[src/rtl/hazard_ctrl_pkg.sv]
`default_nettype none
// ============================================================================
// Package     : hazard_ctrl_pkg
// Description : Shared definitions for the pipeline hazard/flush controller.
//               It holds the MDU timer state encoding, the PcSel codes, the
//               exception vector and the default MDU latencies.
// Ports       : none (package)
// Revision    : 1.0 - initial release
// ============================================================================
package hazard_ctrl_pkg;

  // MDU busy-timer states
  typedef enum logic [0:0] {
    HC_IDLE = 1'b0,
    HC_BUSY = 1'b1
  } hc_state_e;

  // Next-PC source select
  localparam logic [1:0] PC_SEQ = 2'b00;  // sequential or branch target
  localparam logic [1:0] PC_EXC = 2'b01;  // exception vector
  localparam logic [1:0] PC_EPC = 2'b10;  // return through EPC

  localparam logic [31:0] EXC_VECTOR = 32'h0000_4180;

  // Default MDU latencies; both must fit the 4-bit busy counter
  localparam int DEF_MULT_CYCLES = 5;
  localparam int DEF_DIV_CYCLES  = 10;
  localparam int MDU_CNT_W       = 4;

  // Exception entry has priority over eret when both reach M together.
  function automatic logic [1:0] pc_sel_f(input logic exc, input logic eret);
    if (exc)       return PC_EXC;
    else if (eret) return PC_EPC;
    else           return PC_SEQ;
  endfunction

endpackage
`default_nettype wire

[src/rtl/hazard_ctrl_mdu_busy_timer.sv]
`default_nettype none
// ============================================================================
// Module      : mdu_busy_timer
// Description : Tracks how long the multiply/divide unit is still working.
//               A start loads the counter with the op latency; Busy stays
//               high for exactly that many cycles afterwards.
// Ports       : Clk, Rst    - clock, synchronous active-high reset
//               StartOk     - qualified (non-squashed) MDU start in E
//               IsDiv       - 1 = div/divu latency, 0 = mult/multu latency
//               Busy        - MDU result not yet available
// Revision    : 1.0 - initial release
// ============================================================================
module mdu_busy_timer
  import hazard_ctrl_pkg::*;
#(
  parameter int MULT_CYCLES = DEF_MULT_CYCLES,
  parameter int DIV_CYCLES  = DEF_DIV_CYCLES
) (
  input  logic Clk,
  input  logic Rst,
  input  logic StartOk,
  input  logic IsDiv,
  output logic Busy
);

  localparam logic [MDU_CNT_W-1:0] c_mult_load = MDU_CNT_W'(MULT_CYCLES);
  localparam logic [MDU_CNT_W-1:0] c_div_load  = MDU_CNT_W'(DIV_CYCLES);

  hc_state_e              r_state;
  hc_state_e              w_next_state;
  logic [MDU_CNT_W-1:0]   r_cnt;
  logic [MDU_CNT_W-1:0]   w_next_cnt;

  always_ff @(posedge Clk) begin
    if (Rst) begin
      r_state <= HC_IDLE;
      r_cnt   <= '0;
    end else begin
      r_state <= w_next_state;
      r_cnt   <= w_next_cnt;
    end
  end

  always_comb begin
    w_next_state = r_state;
    w_next_cnt   = r_cnt;
    if (StartOk) begin
      // A start while already busy simply restarts the timer.
      w_next_state = HC_BUSY;
      w_next_cnt   = IsDiv ? c_div_load : c_mult_load;
    end else if (r_state == HC_BUSY) begin
      w_next_cnt = r_cnt - 1'b1;
      if (r_cnt == MDU_CNT_W'(1)) begin
        w_next_state = HC_IDLE;
      end
    end
  end

  assign Busy = (r_state == HC_BUSY);

endmodule
`default_nettype wire

[src/rtl/hazard_ctrl.sv]
`default_nettype none
// ============================================================================
// Module      : hazard_ctrl
// Description : Pipeline hazard and flush controller for the five-stage MIPS
//               core. Generates PC/IF-ID stalls, the ID/EX bubble, the global
//               CP0 flush and next-PC select, tracks the MDU busy window and
//               counts stall cycles.
// Ports       : Clk, Rst            - clock, synchronous active-high reset
//               LoadUseD            - load-use hazard on the instruction in D
//               MduOpD              - MDU-dependent instruction in D
//               MduStartE/MduIsDivE - MDU operation start in E and its kind
//               ExcReqM, EretM      - exception accepted / eret in M
//               StallF/StallD/FlushE- stall PC, stall IF/ID, bubble ID/EX
//               FlushAll, PcSel     - global flush and next-PC source
//               MduBusy             - MDU result pending
//               StallCnt            - count of cycles with StallD high
// Revision    : 1.0 - initial release
// ============================================================================
module hazard_ctrl
  import hazard_ctrl_pkg::*;
#(
  parameter int MULT_CYCLES = DEF_MULT_CYCLES,
  parameter int DIV_CYCLES  = DEF_DIV_CYCLES
) (
  input  logic        Clk,
  input  logic        Rst,
  input  logic        LoadUseD,
  input  logic        MduOpD,
  input  logic        MduStartE,
  input  logic        MduIsDivE,
  input  logic        ExcReqM,
  input  logic        EretM,
  output logic        StallF,
  output logic        StallD,
  output logic        FlushE,
  output logic        FlushAll,
  output logic [1:0]  PcSel,
  output logic        MduBusy,
  output logic [31:0] StallCnt
);

  logic        w_flush_all;
  logic        w_start_ok;
  logic        w_mdu_busy;
  logic        w_mdu_stall;
  logic        w_stall;
  logic [31:0] r_stall_cnt;

  assign w_flush_all = ExcReqM | EretM;

  // A start seen during a flush belongs to a squashed instruction.
  assign w_start_ok = MduStartE & ~w_flush_all;

  mdu_busy_timer #(
    .MULT_CYCLES (MULT_CYCLES),
    .DIV_CYCLES  (DIV_CYCLES)
  ) u_mdu_busy_timer (
    .Clk     (Clk),
    .Rst     (Rst),
    .StartOk (w_start_ok),
    .IsDiv   (MduIsDivE),
    .Busy    (w_mdu_busy)
  );

  // Including MduStartE covers the start cycle itself, before Busy rises.
  assign w_mdu_stall = MduOpD & (w_mdu_busy | MduStartE);

  // The flush must win so the redirected PC is actually loaded.
  assign w_stall = (LoadUseD | w_mdu_stall) & ~w_flush_all;

  always_ff @(posedge Clk) begin
    if (Rst) begin
      r_stall_cnt <= '0;
    end else if (w_stall) begin
      r_stall_cnt <= r_stall_cnt + 32'd1;
    end
  end

  assign StallF   = w_stall;
  assign StallD   = w_stall;
  assign FlushE   = w_stall;
  assign FlushAll = w_flush_all;
  assign PcSel    = pc_sel_f(ExcReqM, EretM);
  assign MduBusy  = w_mdu_busy;
  assign StallCnt = r_stall_cnt;

endmodule
`default_nettype wire

[config.mk]
export PLATFORM = sky130hd
export DESIGN_NAME = hazard_ctrl
export DESIGN_NICKNAME = d
export VERILOG_FILES = /design/src/rtl/hazard_ctrl_pkg.sv /design/src/rtl/hazard_ctrl_mdu_busy_timer.sv /design/src/rtl/hazard_ctrl.sv
export SDC_FILE = /design/constraint.sdc
export NUM_CORES = 1
export LEC_CHECK = 0
export CAP_MARGIN = 10
export CORE_ASPECT_RATIO = 1.25
export CORE_MARGIN = 3
export CORE_UTILIZATION = 40
export CTS_BUF_LIST = sky130_fd_sc_hd__clkbuf_16
export CTS_CLUSTER_SIZE = 20
export DETAILED_ROUTE_END_ITERATION = 12
export GPL_TIMING_DRIVEN = 0
export MAX_ROUTING_LAYER = met4
export PLACE_DENSITY = 0.74
export SLEW_MARGIN = 20
export SYNTH_ARGS = -nofsm -noshare
export SYNTH_HDL_FRONTEND = slang
export SYNTH_HIERARCHICAL = 1
export SYNTH_SLANG_ARGS = --single-unit
[constraint.sdc]
create_clock -name Clk -period 4.6 [get_ports Clk]
set_clock_uncertainty 0.05 [all_clocks]
set_input_delay 0.46 -clock Clk [delete_from_list [all_inputs] [get_ports Clk]]
set_output_delay 0.46 -clock Clk [all_outputs]
set_load 0.05 [all_outputs]
# ---- Word-level counts from Yosys, hierarchy flattened
# Cells that the tools add are included.
# W data, S select, Z words.
dict set report classes {
  addsub 2
  mul 0
  n_div 0
  order_cmp 0
  n_eq_ne 1
  shift 0
  mux 8
  bitwise_logic 7
  n_reduce_logical 1
}
# cell n
set ops {}
lappend ops {{$add A32 B1 Y32 const B} 1}
lappend ops {{$mux W4} 3}
lappend ops {{$eq A4 B1 Y1 const B} 1}
lappend ops {{$mux W2} 2}
lappend ops {{$sub A4 B1 Y4 const B} 1}
lappend ops {{$and A1 B1 Y1} 3}
lappend ops {{$mux W1} 3}
lappend ops {{$or A1 B1 Y1} 3}
lappend ops {{$reduce_bool A2 Y1} 1}
lappend ops {{$not A1 Y1} 1}
dict set report word_totals {
  reg_bits 37
  latch_bits 0
  mem_bits_rw 0
  rom_bits 0
  input_bits 8
  out_inout_bits 39
  elab_cells 22
  mem_count 0
}

# ---- Depth between registers and ports, before layout
dict set report depth {
  ltp_word 4
  ltp_mapped 6
  depth_no_buf 5
}

# ---- Modules after synthesis
# Netlist, hierarchy kept.
# module n_inst cells_each area_per_inst_um2 seq_area_each_um2
set modules_own_cells {}
lappend modules_own_cells {hazard_ctrl 1 198 1726.7 640.6}
lappend modules_own_cells {mdu_busy_timer 1 28 266.5 100.1}

# ---- Worst setup path before layout
# No wires, ideal clock.
dict set report synth_timing {
  path_kind {reg-to-output}
  startpoint {reg u_mdu_busy_timer.r_state, in the netlist u_mdu_busy_timer/Busy}
  endpoint {out StallD}
  arrival_ns 1.920
  required_ns 4.090
  setup_slack_ns 2.170
  stages_incl_launch_ff 5
  path_buffers 1
  path_cell_list {dfxtp_1 > o21a_1 > o21ai_0 > inv_1 > buf_4}
}
dict set report synth_via {
  elab_chain_cells 4
}
# item line
set synth_lines {}
lappend synth_lines {{start: declaration} hazard_ctrl_mdu_busy_timer.sv:29} ;# hc_state_e r_state;
lappend synth_lines {{start signal: assignment} hazard_ctrl_mdu_busy_timer.sv:39} ;# r_state <= w_next_state;
lappend synth_lines {{$or A1 B1 Y1} hazard_ctrl.sv:66} ;# assign w_mdu_stall = MduOpD & (w_mdu_busy | MduStartE);
lappend synth_lines {{$and A1 B1 Y1} hazard_ctrl.sv:66}
lappend synth_lines {{$or A1 B1 Y1} hazard_ctrl.sv:69} ;# assign w_stall = (LoadUseD | w_mdu_stall) & ~w_flush_all;
lappend synth_lines {{$and A1 B1 Y1} hazard_ctrl.sv:69}
lappend synth_lines {{end: declaration} hazard_ctrl.sv:34} ;# output logic StallD,
# Every way passes these cells.

# ---- Worst setup path in the final report
dict set report layout_timing {
  startpoint {in MduStartE}
  endpoint {out StallD}
}
dict set report layout_via {
  elab_chain_cells 4
}
# item line
set layout_lines {}
lappend layout_lines {{start: declaration} hazard_ctrl.sv:29} ;# input logic MduStartE,
lappend layout_lines {{$or A1 B1 Y1} hazard_ctrl.sv:66}
lappend layout_lines {{$and A1 B1 Y1} hazard_ctrl.sv:66}
lappend layout_lines {{$or A1 B1 Y1} hazard_ctrl.sv:69}
lappend layout_lines {{$and A1 B1 Y1} hazard_ctrl.sv:69}
# Every way passes these cells.

==> results by group <==
Outcome
  • Outcome: finished, final reports clean

Power and ir drop
  • Lkg Pwr: between 0.8 and 0.9 nW
  • Power Density: ~270 mW/mm^2
  • Peak VDD IR: between 0.15 and 0.2 mV

Route
  • Wl on met1: between 2000 and 2500 um
  • First drt pass iteration count: 5
  • Max Used Layer: met4
  • Vias: between 1500 and 2000
  • ANT nets after route: 0
  • Routed length on met2: about 2500 um
  • Routed wire per std cell: around 15 um
  • Starting DRT DRC Count: 80
  • Detailed Route WL: 4990 um
  • Via density: between 5 and 6
  • DRC errors left: 0
  • Met3 Routed Length: 190 um

Placed design
  • Dpl cells: 331
  • I/O Buffers: between 40 and 50
  • GP Congestion: about 0.8
  • Post-DP HPWL: about 3600 um

Layout
  • Fin cells: around 340
  • Area grow syn2layout: 33.3%
  • Fin nets: slightly below 300
  • Layout cell share with drive strength beyond 1: between 10% and 20%
  • Ant diodes: 0

Worst setup path
  • CP max FO: 8
  • CP bufs+invs: 4
  • Worst R2R Setup Slack: 2420 ps
  • Data required time at the worst endpoint: 4090 ps
  • Critical Path End: StallD
  • Crit-path cells: clkdlybuf4s50_1 > o21a_1 > o21ai_0 > inv_1 > buf_4 > clkdlybuf4s50_1
  • R2r startpoint: u_mdu_busy_timer/Busy
  • Depth of the most critical reg-to-reg path: 6
  • Crit path largest cell delay: between 600 and 700 ps
  • CP startpoint: MduStartE
  • Crit end category: primary output
  • Worst r2r dst: StallCnt[29]
  • Crit path top cell by count: clkdlybuf4s50_1
  • Setup CP Type: primary input to primary output
  • Stages on the worst setup path: 6
  • Startpoint types: primary input
  • CP delay by family, top: buffers and inverters
  • Arr. time, crit path: about 2700 ps
  • Slowest cell on the critical path: clkdlybuf4s50_1

Synthesis
  • Synthesis-stage register bit count: 37
  • Post-synthesis sequential area ratio: 37.2%
  • Syn Nets: about 240
  • Ys flop type: dfxtp_1
  • Synth unique cells: between 40 and 50
  • Asr flop ratio synth: 0%
  • Syn Area/Cell: 8.82 sq um
  • Number of synthesized flops with an enable pin: 0
  • Post-Syn Area: ~0.0020 sq mm
  • Warnings from Yosys: 6
  • Cells after Synth: approximately 230

STA
  • Setup violators final: 0
  • Final TNS setup: 0 ps
  • Hold slack: 448 ps
  • Relative slew slack: 59.1%
  • Max Slew Vio Count: 0
  • RSZ-0062 raised after global routing: false
  • Final Hold Vio Count: 0
  • Min cycle time layout: 3250 ps
  • Tcrit/Tclk final: a little over 70%
  • Least-Margin Pin Slew: about 610 ps
  • Fmax: roughly 0.3 GHz

Global routing
  • Initial antenna violation count: 0
  • First-pass GRT wire length: between 8000 and 9000 um
  • Total Routing Usage GR: a little under a fifth
  • Vias in the first global route: roughly 1900
  • Largest net degree at the start of global routing: 12
  • Total grt overflow: 0

Job
  • Max Cap Violations: 0

Clocking
  • # hold bufs at CTS: 0
  • CTS Buf Count: 5
  • Insertion delay to the later sink of the worst-skew pair: 280 ps
  • CTS Buffer Depth: 2
  • TritonCTS clock tree: done
  • Clock-pin slew on the worst setup and hold paths: around 60 ps
  • Sink Count: 37
  • Postcts setup bufs: 0
  • Resized cells post-CTS: 0
  • Htree depth: 2
  • Root buffer cell: clkbuf_16

Die
  • Core Box Area: 0.00476 sq mm
  • Chip Width: roughly 69 um
  • Die H: 84.9 um
  • Num rows: 28
  • I/O Pins: 47
  • Full die area: approximately 0.006 sq mm
  • Initial Util: between 40% and 50%

Hold path
  • Worst Hold Class: flop to flop
-- kinds of logic (layout without fill, tap and decap cells) --
family / count (synthesis) / count (layout) / share of synthesized area, %
AOI/OAI and AO/OA: 69 / 69 / 22.2
buffers and inverters: 27 / 80 / 7.41
adders and majority gates: 3 / 3 / 1.88
DFF: 37 / 37 / 37.2
and+or+nand+nor: 81 / 81 / 27.2
xor gates and xnor gates: 7 / 7 / 3.08
muxes: 2 / 2 / 1.07
-- registers in the layout, summed over array words and instances (netlist names) --
name / count
StallCnt: 32
u_mdu_busy_timer/r_cnt: 4
u_mdu_busy_timer/Busy: 1
-- tightest hold or removal path, delay by kind of cell, from the launching register on --
family,cells,cell delay [ps]
compound gates,2,120
flops,1,330
-- metal layers --
layer	up-vias	global-route usage [%]
met2	40	31.8
met5	-	-
met4	0	6.39
met1	942	21.1
met3	5	4.38
li1	969	-
-- placed cells by master, fill, tap and decap left out, types with 7 or more instances in the layout --
cell	n
nand3_1	11
o21ai_0	8
nor2_1	9
clkdlybuf4s50_1	45
nand2_1	11
dfxtp_1	37
inv_1	11
or3_1	7
or4_1	13
nand4_1	7
a21oi_1	30
o31ai_1	14
-- cells in the mapped netlist (2+ instances only) --
master,number,area [sq um]
dfxtp_1,37,741
a21oi_1,30,150
o31ai_1,14,105
or4_1,13,97.6
nand2_1,11,41.3
nand3_1,11,55.1
inv_1,10,37.5
nor2_1,9,33.8
o21ai_0,8,40.0
nand4_1,7,43.8
or3_1,7,43.8
clkbuf_1,5,18.8
xor2_1,5,43.8
and4_1,4,35.0
buf_2,4,20.0
buf_4,4,30.0
o21a_1,4,30.0
o41ai_1,4,35.0
or4b_1,4,40.0
buf_6,3,33.8
ha_1,3,37.5
and2_1,2,12.5
and3_4,2,22.5
nor2b_1,2,12.5
nor4_1,2,12.5
o2111ai_1,2,17.5
o211ai_1,2,15.0
xnor2_1,2,17.5
-- worst min-delay path by stage --
stage                             from                        end  slack (ps)  cells after the start
after global routing      StallCnt[30]               StallCnt[30]         460                      2
after CTS                 StallCnt[30]               StallCnt[30]         450                      2
final                     StallCnt[18]               StallCnt[18]         450                      2
after detailed placement  StallCnt[18]               StallCnt[18]         440                      2
after floorplan                    Rst  u_mdu_busy_timer/r_cnt[1]         480                      1
after global placement    StallCnt[30]               StallCnt[30]         430                      2
-- power breakdown --
part / leakage [nW] / switching (mW) / internal (mW) / total, mW
sequential: 0.299 / 0.00593 / 0.325 / 0.331
combinational: 0.485 / 0.0355 / 0.0242 / 0.0597
clock: 0.0748 / 0.131 / 0.197 / 0.327
total: 0.859 / 0.172 / 0.546 / 0.718
-- layout make-up --
| type | count | area, sq um |
|---|---|---|
| sequential | 37 | 741 |
| clock inverter | 3 | 13.8 |
| inverter | 10 | 37.5 |
| fill | 452 | 2110 |
| timing repair buffer | 45 | 450 |
| buffer | 17 | 110 |
| clock buffer | 5 | 125 |
| multi-input combinational | 162 | 1100 |
| tap | 60 | 75.1 |
-- stage by stage --
step	power, mW	util, %	worst slack (ps)	area, sq um
floorplan	0.376	-	2170	1990
global placement	0.396	52.9	1370	2520
detailed placement	0.398	52.9	1350	2520
CTS	0.724	55.8	1350	2660
global route	0.750	55.8	1210	2660
finish	0.718	55.8	1350	2660
(Power assumes the default switching activity.)
